### config.mk
export PLATFORM = sky130hd
export DESIGN_NAME = fare_payer
export DESIGN_NICKNAME = d
export VERILOG_FILES = /design/src/rtl/fare_payer.sv
export SDC_FILE = /design/constraint.sdc
export NUM_CORES = 1
export LEC_CHECK = 0
export ABC_AREA = 1
export BUFFER_PORTS_ARGS = -buffer_cell sky130_fd_sc_hd__buf_2
export CAP_MARGIN = 10
export CORE_MARGIN = 1.5
export CORE_UTILIZATION = 40
export CTS_BUF_LIST = sky130_fd_sc_hd__clkbuf_4 sky130_fd_sc_hd__clkbuf_8
export CTS_CLUSTER_DIAMETER = 100
export DETAILED_ROUTE_END_ITERATION = 12
export PLACE_DENSITY = 0.71
export SLEW_MARGIN = 20
export SYNTH_ARGS = -nofsm -noshare
export SYNTH_HDL_FRONTEND = slang
export SYNTH_SLANG_ARGS = --single-unit
### constraint.sdc
create_clock -name clk -period 2.15 [get_ports clk]
set_input_delay 0.1075 -clock clk [delete_from_list [all_inputs] [get_ports clk]]
set_output_delay 0.1075 -clock clk [all_outputs]
set_load 0.05 [all_outputs]
### src/rtl/fare_payer.sv
// Customer-side payer: drives a purchase to the ticket vendor, inserts coins, then tallies returns.
// Optional FARE_PAYER_ABORT_EN adds i_abort to cut coin insertion short.
module fare_payer #(
  parameter int unsigned DEST_W    = 8,
  parameter int unsigned CNT_W     = 8,
  parameter int unsigned IDLE_DEST = 16,
  parameter int unsigned GAP       = 1,
  parameter int unsigned DONE_CYC  = 2,
  parameter int unsigned QUIET     = 16,
  parameter int unsigned VAL_W     = 16
) (
  input  logic              clk,
  input  logic              rst_n,
  input  logic              i_start,
  input  logic [DEST_W-1:0] i_dest_in,
  input  logic [CNT_W-1:0]  i_count_in,
  input  logic [CNT_W-1:0]  i_ones_in,
  input  logic [CNT_W-1:0]  i_tens_in,
`ifdef FARE_PAYER_ABORT_EN
  input  logic              i_abort,
`endif
  input  logic              i_ticket,
  input  logic              i_one_output,
  input  logic              i_ten_output,
  output logic [DEST_W-1:0] o_dest,
  output logic [CNT_W-1:0]  o_count,
  output logic              o_one_insert,
  output logic              o_ten_insert,
  output logic              o_done,
  output logic              o_busy,
  output logic              o_result_valid,
  output logic [CNT_W-1:0]  o_tickets_got,
  output logic [VAL_W-1:0]  o_change_total
);

  typedef enum logic [3:0] {
    StIdle, StLoad, StOne, StOneGap, StTen, StTenGap, StDone, StCollect, StReport
  } state_t;

  localparam logic [DEST_W-1:0] IdleDest  = DEST_W'(IDLE_DEST);
  localparam logic [15:0]       GapLast   = 16'(GAP - 1);
  localparam logic [15:0]       DoneLast  = 16'(DONE_CYC - 1);
  localparam logic [15:0]       QuietLast = 16'(QUIET - 1);

  state_t              r_state;
  logic [DEST_W-1:0]   r_dest;
  logic [CNT_W-1:0]    r_count;
  logic [CNT_W-1:0]    r_ones;
  logic [CNT_W-1:0]    r_tens;
  logic [15:0]         r_cnt;
  logic                r_one_insert;
  logic                r_ten_insert;
  logic                r_done;
  logic                r_busy;
  logic                r_result_valid;
  logic [CNT_W-1:0]    r_tickets;
  logic [VAL_W-1:0]    r_change;

  logic                w_abort;
  logic                w_pulse;
  logic                w_count_en;
  state_t              w_next_coin;
  state_t              w_adv_state;
  logic [4:0]          w_change_step;
  logic [VAL_W:0]      w_change_sum;
  logic [VAL_W-1:0]    w_change_sat;
  logic [CNT_W-1:0]    w_tickets_next;

`ifdef FARE_PAYER_ABORT_EN
  assign w_abort = i_abort;
`else
  assign w_abort = 1'b0;
`endif

  assign w_pulse     = i_ticket | i_one_output | i_ten_output;
  assign w_count_en  = (r_state != StIdle) && (r_state != StReport);
  // All ones go before any tens; an empty request falls straight through to DONE.
  assign w_next_coin = (r_ones != '0) ? StOne : ((r_tens != '0) ? StTen : StDone);
  assign w_adv_state = w_abort ? StDone : w_next_coin;

  assign w_change_step  = (i_one_output ? 5'd1 : 5'd0) + (i_ten_output ? 5'd10 : 5'd0);
  assign w_change_sum   = {1'b0, r_change} + (VAL_W+1)'(w_change_step);
  assign w_change_sat   = w_change_sum[VAL_W] ? '1 : w_change_sum[VAL_W-1:0];
  assign w_tickets_next = (i_ticket && (r_tickets != '1)) ? r_tickets + 1'b1 : r_tickets;

  always_ff @(posedge clk or negedge rst_n) begin
    if (!rst_n) begin
      r_state        <= StIdle;
      r_dest         <= IdleDest;
      r_count        <= '0;
      r_ones         <= '0;
      r_tens         <= '0;
      r_cnt          <= '0;
      r_one_insert   <= 1'b0;
      r_ten_insert   <= 1'b0;
      r_done         <= 1'b0;
      r_busy         <= 1'b0;
      r_result_valid <= 1'b0;
      r_tickets      <= '0;
      r_change       <= '0;
    end else begin
      r_one_insert   <= 1'b0;
      r_ten_insert   <= 1'b0;
      r_result_valid <= 1'b0;
      if (w_count_en) begin
        r_tickets <= w_tickets_next;
        r_change  <= w_change_sat;
      end
      unique case (r_state)
        StIdle: begin
          if (i_start) begin
            r_dest    <= i_dest_in;
            r_count   <= i_count_in;
            r_ones    <= i_ones_in;
            r_tens    <= i_tens_in;
            r_tickets <= '0;
            r_change  <= '0;
            r_cnt     <= '0;
            r_busy    <= 1'b1;
            r_state   <= StLoad;
          end
        end
        StLoad: begin
          r_state      <= w_adv_state;
          r_one_insert <= (w_adv_state == StOne);
          r_ten_insert <= (w_adv_state == StTen);
          r_done       <= (w_adv_state == StDone);
          r_cnt        <= '0;
        end
        StOne: begin
          r_ones  <= r_ones - 1'b1;
          r_cnt   <= '0;
          r_done  <= w_abort;
          r_state <= w_abort ? StDone : StOneGap;
        end
        StTen: begin
          r_tens  <= r_tens - 1'b1;
          r_cnt   <= '0;
          r_done  <= w_abort;
          r_state <= w_abort ? StDone : StTenGap;
        end
        StOneGap, StTenGap: begin
          if (w_abort || (r_cnt == GapLast)) begin
            r_state      <= w_adv_state;
            r_one_insert <= (w_adv_state == StOne);
            r_ten_insert <= (w_adv_state == StTen);
            r_done       <= (w_adv_state == StDone);
            r_cnt        <= '0;
          end else begin
            r_cnt <= r_cnt + 16'd1;
          end
        end
        StDone: begin
          if (r_cnt == DoneLast) begin
            r_done  <= 1'b0;
            r_cnt   <= '0;
            r_state <= StCollect;
          end else begin
            r_cnt <= r_cnt + 16'd1;
          end
        end
        StCollect: begin
          // Any return pulse restarts the quiet window.
          if (w_pulse) begin
            r_cnt <= '0;
          end else if (r_cnt == QuietLast) begin
            r_result_valid <= 1'b1;
            r_state        <= StReport;
          end else begin
            r_cnt <= r_cnt + 16'd1;
          end
        end
        StReport: begin
          r_busy  <= 1'b0;
          r_dest  <= IdleDest;
          r_count <= '0;
          r_state <= StIdle;
        end
        default: r_state <= StIdle;
      endcase
    end
  end

  assign o_dest         = r_dest;
  assign o_count        = r_count;
  assign o_one_insert   = r_one_insert;
  assign o_ten_insert   = r_ten_insert;
  assign o_done         = r_done;
  assign o_busy         = r_busy;
  assign o_result_valid = r_result_valid;
  assign o_tickets_got  = r_tickets;
  assign o_change_total = r_change;

endmodule

* After elaboration in Yosys (flattened, before gate mapping)
Cells that the tools add are included.
** Word-level totals
- Register bits after elaboration :: 81
- Input bits :: 38
- Output and inout port bits :: 45
- Word-level logic and storage cells :: 107
** Cells by class
- Add/subtract/negate cells :: 6
- Equal/unequal tests :: 21
- Multiplexer cells :: 44
- Bitwise gates (word level) :: 2
- Reductions and logical operators :: 21
** Operators with widths (number)
- $mux W16 :: 9
- $pmux W16 S5 :: 1
- $mux W8 :: 8
- $pmux W8 S2 :: 4
- $pmux W4 S7 :: 1
- $mux W4 :: 6
- $add A16 B5 Y17 :: 1
- $add A16 B1 Y16 const B :: 1
- $eq A16 B1 Y1 const B :: 1
- $eq A16 B4 Y1 const B :: 1
- $eq A4 B3 Y1 const B :: 4
- $logic_not A16 Y1 :: 1
- $reduce_bool A8 Y1 :: 2
- $sub A8 B1 Y8 const B :: 2
- $ne A2 B2 Y1 const B :: 5
- $mux W1 :: 9
- $add A8 B1 Y8 const B :: 1
- $eq A4 B2 Y1 const B :: 2
- $ne A8 B8 Y1 const B :: 1
- $reduce_bool A4 Y1 :: 2
- $eq A3 B3 Y1 const B :: 2
- $pmux W1 S2 :: 3
- $reduce_and A2 Y1 :: 3
- $reduce_and A3 Y1 :: 2
- other kinds (17) :: 22

* Longest topological paths before layout
Gate-level depths: netlist of the first run.
- Word-level depth :: 7
- Mapped depth :: 11
- Mapped depth without buffers :: 11

* Worst setup path after synthesis of the first run
No wires, ideal clock.
- Path type :: reg-to-reg
- Start :: register r_change[0], in the netlist o_change_total[0]
- End :: register r_change[6], in the netlist o_change_total[6]
- Library setup time :: 0.118 ns
- Arrival time :: 1.890 ns
- Required time :: 2.032 ns
- Slack :: 0.142 ns
- Stages on the path, launching flop included :: 11
- Buffers on the path :: 0
- Period minus slack after synthesis :: 2.008 ns
- Cells stage by stage :: dfrtp_1 ha_1 fa_1 nand3_1 nand2_1 nand3_2 nor2_4 nand2_2 nand2_1 o21bai_1 inv_1
** Between the ends
- Cells in the longest elaborated chain, start to end :: 5
** Ends and longest elaborated chain
- start, declared :: RTL line 57 : logic [VAL_W-1:0] r_change;
- start signal, assigned :: RTL line 107 : r_change <= w_change_sat;
- $add A16 B5 Y17 * :: RTL line 82 : assign w_change_sum = {1'b0, r_change} + (VAL_W+1)'(w_change_step);
- $mux W16 * :: RTL line 83 : assign w_change_sat = w_change_sum[VAL_W] ? '1 : w_change_sum[VAL_W-1:0];
- $mux W16 * :: RTL line 105 : if (w_count_en) begin
- $mux W16 :: RTL line 111 : if (i_start) begin
- $mux W16 * :: RTL line 109 : unique case (r_state)
Every way passes the cells marked *; elsewhere a longest branch is shown, timed or not.
A chain may end at the register's enable or synchronous reset.

* Worst setup path after layout of the first run
Same ends and word-level chain as after synthesis.

==> results.cfg, run 1 <==
[placed_design]
hpwl_mm = 8.28
dp.cells = 900
placed_cell_area_um2 = 5520
dp_slack_ps = 292
gp_congestion = 0.847
portBuffers = 82

[logic_synthesis]
synth_ff_type = dfrtp_1
yosys.area.top_type_share = 0.405
synthesis.nets = 708
synth_cells = 660
syn_area_um2 = 4950
yosys_warnings = 0
synth_area_leader_cell = dfrtp_1
avgSynthCellArea_um2 = 7.50
ys_seq_area_frac = 0.410
async_reset_ff_frac = 1.00
ys_types = 40
synth_area_leaders = dfrtp_1 40%, nand2_1 13%, nand3_1 8.3%
synth-edff-count = 0
synth-seq-cells = 81

[worst_setup_path]
crit_fanout = 9
required_ps = 2430
critical-path-top-delay-family = simple AND/OR/NAND/NOR gates
start_kind = flop
end_kind = flop
cp.arrival_ps = 2140
worstSetupPathType = reg2reg
crit_path_frequent_cell = nand2_1
r2r_start = o_change_total[0]$_DFF_PN0_
crit_buf_inv = 1
cp_slowest_stage_delay_ps = 400
worstSetupStartpoint = o_change_total[0]$_DFF_PN0_
slowest_stage = dfrtp_1
crit_chain = ha_1 -> fa_1 -> nand3_1 -> nand2_1 -> nand3_2 -> nor2_4 -> nand2_2 -> nand2_1 -> o21bai_1 -> inv_1

[sta]
period_needed_ps = 1860
rsz0062_at_grt = false
fmax_mhz = 537
tightest_slew_ps = 436
hold_ws_ps = 23.0
fin_crit_sh = 0.866
worst_clock_skew_ps = 11.9
setup_viol = 0
slew_viol_final = 0
slew_headroom = 0.709
fin_setup_tns_ps = 0
worst_slack_ps = 289
finalHoldViolCount = 0

[min_path]
min_from = i_ones_in[0]
hp-class = in2reg

[floorplan]
die-area_um2 = 13000
rows = 40
coreArea_um2 = 12100
die_h_um = 114
die_x_um = 114
initial_core_util = 0.410
num_io_pins = 83

[final_layout]
drive_above_1_share = 0.182
area_growth_pct = 20.9
final_area_um2 = 5980
layout_common_cells = 175 x nand2_1, 82 x nand3_1, 81 x buf_2
fin_cells = 944
final_util = 0.496
finalNetCount = 819
insertedDiodeCount = 0
final_common_cell = nand2_1

[drt]
drt_iter0_markers = 234
drt_pass1_iterations = 5
post_drt_wl_per_cell_um = 12.4
drc = 0
ant_nets = 0
wirelength_mm = 11.7
vias = 4628
viasPerCell = 4.90

[clocking]
cts_root_buffer = clkbuf_8
cts_buffer_depth = 2
h-tree-depth = 3
cts_setup_buffers = 0
cts_tree = built
cts_sinks = 81
cts_buffers = 9
clock_latency_ps = 380
cts_resized = 0
clk_pin_slew_ps = 90

[global_route]
grt.overflow.total = 0
antenna_found_initial = 0
grt_max_degree = 82
grt_pass1_vias = 4233
grt_first_pass_wirelength_mm = 20.3
grt_usage = 0.196

[power]
pwr_density_cell_nw_per_um2 = 1130
clockPowerShare = 0.161
irDropWorstVdd_mv = 0.848
p_leak_nw = 3.13
seqPwrFrac = 0.347
swShare = 0.492
p_total_mw = 6.73
power.switching_mw = 3.31
pwr-share-comb = 0.491
internal-power_mw = 3.42

[run]
maxCapViolations = 0

[outcome]
outcome = complete, no violations
[state kept, by name (all words and copies together), names as in the netlist]
name / count
r_ones: 8
o_count: 8
o_tickets_got: 8
o_ten_insert: 1
r_state: 4
o_result_valid: 1
o_busy: 1
r_tens: 8
o_one_insert: 1
o_dest: 8
o_change_total: 16
r_cnt: 16
o_done: 1
[cells in the mapped netlist, types with 8 or more instances]
cell type	number
dfrtp_1	80
xor2_1	12
nor3_1	8
inv_1	75
a22o_1	15
inv_2	11
nor2_1	69
nand3_1	82
o21ai_0	10
ha_1	9
nand2_1	175
nand4_1	30
a21oi_1	14
[layout make-up]
| cell class | instances | area, µm² |
|---|---|---|
| fill | 1210 | 6080 |
| multi-input combinational | 477 | 2470 |
| sequential | 81 | 2030 |
| timing repair buffer | 116 | 763 |
| inverter | 86 | 323 |
| tap | 168 | 210 |
| clock buffer | 10 | 138 |
| clock inverter | 6 | 50.0 |
[worst paths after layout]
path | end | slack [ps] | depth (start not counted)
worst max-delay path | o_change_total[6]$_DFF_PN0_ | 290 | 10
worst min-delay path | r_ones[0]$_DFFE_PN0P_ | 20 | 3
worst max register to register | o_change_total[6]$_DFF_PN0_ | 290 | 10
worst min register to register | r_tens[6]$_DFFE_PN0P_ | 490 | 2
max in group asynchronous | r_cnt[5]$_DFFE_PN0P_ | 1510 | 3
min in group asynchronous | o_change_total[13]$_DFF_PN0_ | 280 | 3
[routing by layer]
| layer | track usage | vias up | share of wire |
|---|---|---|---|
| met4 | 0.0575 | 0 | 0.014 |
| met1 | 0.271 | 2124 | 0.48 |
| met5 | 0 | - | 0 |
| met2 | 0.307 | 105 | 0.46 |
| li1 | - | 2388 | - |
| met3 | 0.0455 | 11 | 0.046 |
[worst register-to-register path, delay by kind of cell (launching register included)]
| kind | cells | cell delay, ps |
|---|---|---|
| simple gates | 6 | 620 |
| flops | 1 | 400 |
| fa+ha+maj | 2 | 590 |
| buf+inv | 1 | 50 |
| compound gates | 1 | 120 |
[timing repair]
item	4_1_cts	5_1_grt
hold endpoints to repair	107	0
hold buffers	28	0
endpoints found under the setup margin	0	0
[cells by family after synthesis]
logic type / share of synthesized area
flip-flops: 0.410
AO/OA/AOI/OAI: 0.0845
buffers and inverters: 0.0905
adder cells (fa/ha/maj): 0.0268
AND/OR/NAND/NOR: 0.367
XOR/XNOR: 0.0212
[power by group through the flow]
stage / Sequential (mW) / Combinational, mW / Clock, mW
2_1_floorplan: 3.22 / 1.68 / 0
3_3_place_gp: 2.36 / 3.23 / 0
3_5_place_dp: 2.35 / 3.28 / 0
4_1_cts: 2.34 / 3.32 / 1.13
5_1_grt: 2.41 / 3.64 / 1.20
6_report: 2.34 / 3.31 / 1.09
No activity file was read; power rests on OpenSTA's default activity.
==> run 2, diff against run 1 <==
--- a/config.mk
+++ b/config.mk
@@ -13,7 +13,7 @@
 export CTS_BUF_LIST = sky130_fd_sc_hd__clkbuf_4 sky130_fd_sc_hd__clkbuf_8
 export CTS_CLUSTER_DIAMETER = 100
 export DETAILED_ROUTE_END_ITERATION = 12
-export PLACE_DENSITY = 0.71
+export PLACE_DENSITY_LB_ADDON = 0.1
 export SLEW_MARGIN = 20
 export SYNTH_ARGS = -nofsm -noshare
 export SYNTH_HDL_FRONTEND = slang
==> run 2 against run 1 <==
Net effect: combinational power grew 2%; first-iteration DRC count is 13% lower; register-to-register slack worse by 80 ps; worst hold slack improved by 8.6 ps; critical path depth unchanged; clock power hardly changed; power grew 0.58%; global-route usage increased by 0.92 points; sequential power is essentially flat; cell count down 0.11%; clock skew about the same; via count rose by 2.2%; critical endpoint unchanged.
==> results.cfg, run 2 (same netlist as run 1, synthesis figures left out) <==
[drt]
vias = 4731
ant_nets = 0
wirelength_mm = 12.6
drc = 0
viasPerCell = 5.02
drt_pass1_iterations = 5
post_drt_wl_per_cell_um = 13.4
drt_iter0_markers = 203

[clocking]
clock_latency_ps = 370
clk_pin_slew_ps = 90
cts_buffer_depth = 2
h-tree-depth = 3
cts_buffers = 9
cts_setup_buffers = 0
cts_sinks = 81
cts_resized = 0
cts_root_buffer = clkbuf_8
cts_tree = built

[final_layout]
drive_above_1_share = 0.182
finalNetCount = 821
area_growth_pct = 20.9
layout_common_cells = 175 x nand2_1, 82 x nand3_1, 81 x buf_2
final_area_um2 = 5980
insertedDiodeCount = 0
final_common_cell = nand2_1
fin_cells = 943
final_util = 0.496

[worst_setup_path]
crit_path_frequent_cell = nand2_1
end_kind = flop
slowest_stage = dfrtp_1
crit_chain = ha_1 -> fa_1 -> nand3_1 -> nand2_1 -> nand3_2 -> nor2_4 -> nand2_2 -> nand2_1 -> o21bai_1 -> inv_1
worstSetupPathType = reg2reg
cp.arrival_ps = 2210
crit_fanout = 9
required_ps = 2410
cp_slowest_stage_delay_ps = 400
start_kind = flop

[power]
power.switching_mw = 3.28
clockPowerShare = 0.159
swShare = 0.485
p_leak_nw = 3.14
internal-power_mw = 3.49
pwr-share-comb = 0.496
p_total_mw = 6.77
seqPwrFrac = 0.345
irDropWorstVdd_mv = 0.568
pwr_density_cell_nw_per_um2 = 1130

[sta]
fin_crit_sh = 0.905
fmax_mhz = 514
finalHoldViolCount = 0
hold_ws_ps = 31.5
fin_setup_tns_ps = 0
slew_headroom = 0.648
period_needed_ps = 1950
worst_clock_skew_ps = 11.7
slew_viol_final = 0
worst_slack_ps = 204
tightest_slew_ps = 528
rsz0062_at_grt = false
setup_viol = 0

[floorplan]
rows = 40
die_x_um = 114
die_h_um = 114
die-area_um2 = 13000
initial_core_util = 0.410
num_io_pins = 83
coreArea_um2 = 12100

[outcome]
outcome = complete, no violations

[global_route]
grt_pass1_vias = 4453
gr-usage-met1 = 0.276
use_met2 = 0.332
busiest_layer = met2
grt.overflow.total = 0
grt_first_pass_wirelength_mm = 21.2
antenna_found_initial = 0
grt.met3_usage = 0.0328
grt_usage = 0.205
grt_max_degree = 40

[placed_design]
dp.cells = 903
hpwl_mm = 9.04
dp_slack_ps = 242
portBuffers = 82
placed_cell_area_um2 = 5540
gp_congestion = 0.846

[min_path]
hp-class = in2reg

[run]
maxCapViolations = 0
## run 2: cell types whose count changed in the layout (fill, tap and decap cells not counted), sizes merged
cell	delta
buf	+3
clkinvlp	-3
clkinv	+2
inv	-2
bufinv	+1
clkbuf	-1
dlygate4sd3	-1
## run 2: area by class of cell
type / instances / area [µm²]
timing repair buffer: 118 / 776
fill: 1219 / 6080
multi-input combinational: 477 / 2470
clock inverter: 4 / 47.5
sequential: 81 / 2030
clock buffer: 9 / 124
inverter: 86 / 323
tap: 168 / 210
## run 2: metal layers
layer  up-vias  share of wire
li1       2388              -
met3        14          0.038
met1      2228           0.48
met4         0          0.016
met2       101           0.47
met5         -              0
## run 2: power groups by stage
stage | sequential [mW] | combinational [mW] | clock (mW)
final | 2.34 | 3.36 | 1.08
after global routing | 2.40 | 3.67 | 1.18
after CTS | 2.33 | 3.38 | 1.13
after detailed placement | 2.35 | 3.33 | 0
after global placement | 2.35 | 3.28 | 0
after floorplan | 3.22 | 1.68 | 0
## run 2: worst paths after layout
| path | startpoint | endpoint | slack, ps | cells past startpoint |
|---|---|---|---|---|
| min | i_tens_in[7] | r_tens[7]$_DFFE_PN0P_ | 30 | 5 |
| min reg2reg | r_tens[6]$_DFFE_PN0P_ | r_tens[6]$_DFFE_PN0P_ | 490 | 2 |
| max in group asynchronous | rst_n | o_dest[4]$_DFFE_PN1P_ | 1260 | 3 |
| max reg2reg | o_change_total[0]$_DFF_PN0_ | o_change_total[6]$_DFF_PN0_ | 200 | 10 |
| max | o_change_total[0]$_DFF_PN0_ | o_change_total[6]$_DFF_PN0_ | 200 | 10 |
| min in group asynchronous | rst_n | o_tickets_got[7]$_DFF_PN0_ | 250 | 2 |
## run 2: repair_timing
item                       4_1_cts  5_1_grt
setup endpoints to repair        0        0
hold buffers                    27        0
hold endpoints to repair        63        0
## run 2: critical path: cells and delay by family, from the launching register on
kind / cells / cell delay (ps)
flops: 1 / 400
compound gates: 1 / 120
buf+inv: 1 / 50
simple gates: 6 / 650
fa+ha+maj: 2 / 610
==> run 3, diff against run 2 <==
--- a/config.mk
+++ b/config.mk
@@ -6,7 +6,7 @@
 export NUM_CORES = 1
 export LEC_CHECK = 0
 export ABC_AREA = 1
-export BUFFER_PORTS_ARGS = -buffer_cell sky130_fd_sc_hd__buf_2
+export BUFFER_PORTS_ARGS = -buffer_cell sky130_fd_sc_hd__buf_4
 export CAP_MARGIN = 10
 export CORE_MARGIN = 1.5
 export CORE_UTILIZATION = 40
==> constraint.sdc (replaced) <==
create_clock -name clk -period 1.8 [get_ports clk]
set_input_delay 0.09 -clock clk [delete_from_list [all_inputs] [get_ports clk]]
set_output_delay 0.09 -clock clk [all_outputs]
set_load 0.05 [all_outputs]
==> run 3 against run 2 <==
Net effect: global-route usage up 0.54 points; sequential power rose by 21%; clock skew fell by 2.2 ps; largest cell class unchanged; highest routed layer unchanged.
==> results.cfg, run 3 (same netlist as run 1, synthesis figures left out) <==
[outcome]
outcome = complete, no violations

[power]
pwr_density_cell_nw_per_um2 = 1350
irDropWorstVdd_mv = 1.17
p_leak_nw = 3.28

[worst_setup_path]
slowest_stage = dfrtp_2
start_kind = flop
crit_fanout = 6
end_kind = flop
worstSetupPathType = reg2reg
crit_chain = ha_4 -> fa_2 -> nand3_2 -> nand2_4 -> nand3_2 -> nor2_4 -> nand2_4 -> nand2_1 -> o21bai_1 -> inv_1
cp_slowest_stage_delay_ps = 440
cp.arrival_ps = 1950
required_ps = 2060
crit_buf_inv = 1
critical-path-top-delay-family = adder cells

[floorplan]
die_h_um = 114
initial_core_util = 0.410
die_x_um = 114
rows = 40
die-area_um2 = 13000
coreArea_um2 = 12100
num_io_pins = 83

[run]
maxCapViolations = 0

[sta]
worst_slack_ps = 110
worst_clock_skew_ps = 9.52
period_needed_ps = 1690
fmax_mhz = 592
slew_viol_final = 0
setup_viol = 0
fin_setup_tns_ps = 0
finalHoldViolCount = 0
hold_ws_ps = 21.1
tightest_slew_ps = 378
slew_headroom = 0.748
fin_crit_sh = 0.939

[final_layout]
layout_common_cells = 171 x nand2_1, 99 x buf_4, 81 x nand3_1
ff_latch_area_um2 = 2030
insertedDiodeCount = 0
multiInputGateArea_um2 = 2530
drive_above_1_share = 0.214
final_util = 0.529
finalNetCount = 834
final_common_cell = nand2_1
fillers = 1178
area_growth_pct = 28.9

[global_route]
antenna_found_initial = 0
grt_first_pass_wirelength_mm = 21.6
grt.overflow.total = 0
grt_max_degree = 35
grt_pass1_vias = 4584
grt_usage = 0.210

[placed_design]
portBuffers = 82
dp_slack_ps = 60.5
hpwl_mm = 9.29
gp_congestion = 0.881

[clocking]
cts_buffer_depth = 2
cts_tree = built
clk_pin_slew_ps = 90
cts_buffers = 9
cts_root_buffer = clkbuf_8
clock_latency_ps = 370
h-tree-depth = 3
cts_sinks = 81

[drt]
drt_pass1_iterations = 5
wirelength_mm = 13.0
drc = 0
post_drt_wl_per_cell_um = 13.5
ant_nets = 0
drt_iter0_markers = 241
viasPerCell = 5.05
vias = 4841

[min_path]
hp-class = in2reg
-- run 3: repair_timing --
item / CTS / global route
hold endpoints to repair: 107 / 0
hold buffers: 28 / 0
resized for setup: 0 / 9
setup endpoints to repair: 0 / 19
setup buffers: 0 / 1
-- run 3: path summary, 6_finish.rpt --
| path | start | to | slack (ps) | cells past startpoint |
|---|---|---|---|---|
| max | o_change_total[0]$_DFF_PN0_ | o_change_total[6]$_DFF_PN0_ | 110 | 10 |
| max reg2reg | o_change_total[0]$_DFF_PN0_ | o_change_total[6]$_DFF_PN0_ | 110 | 10 |
| min in group asynchronous | rst_n | r_ones[0]$_DFFE_PN0P_ | 160 | 2 |
| min reg2reg | o_busy$_DFFE_PN0P_ | o_busy$_DFFE_PN0P_ | 490 | 2 |
| max in group asynchronous | rst_n | o_dest[4]$_DFFE_PN1P_ | 1060 | 3 |
| min | i_ones_in[0] | r_ones[0]$_DFFE_PN0P_ | 20 | 3 |
-- run 3: final cells by class --
cell class,instances,area share
Clock buffer,13,0.0251
Sequential cell,81,0.319
Timing Repair Buffer,130,0.170
Multi-Input combinational cell,478,0.396
Inverter,86,0.0506
Clock inverter,3,0.00628
Tap cell,168,0.0330
-- run 3: worst reg2reg max path, delay by kind of cell (launching register included) --
kind,cells,cell delay [ps]
buf+inv,1,50
simple gates,6,480
fa+ha+maj,2,520
compound gates,1,110
flops,1,440
-- run 3: power by group --
group	internal (mW)	switching, mW	leakage [nW]
Sequential	2.37	0.473	1.04
Combinational	1.49	2.87	2.13
Clock	0.723	0.696	0.108
-- run 3: per-stage QoR --
| stage | instances | cell area [µm²] | total power [mW] |
|---|---|---|---|
| floorplan | 660 | 4970 | 5.88 |
| global placement | 913 | 5860 | 7.04 |
| detailed placement | 913 | 5860 | 7.12 |
| CTS | 957 | 6340 | 8.61 |
| global route | 959 | 6380 | 9.19 |
| finish | 959 | 6380 | 8.62 |
-- run 3: layer usage --
layer,routed length (µm),global-route usage
met4,223,0.0783
met3,652,0.0408
met5,0,0
met2,6140,0.347
met1,5960,0.275
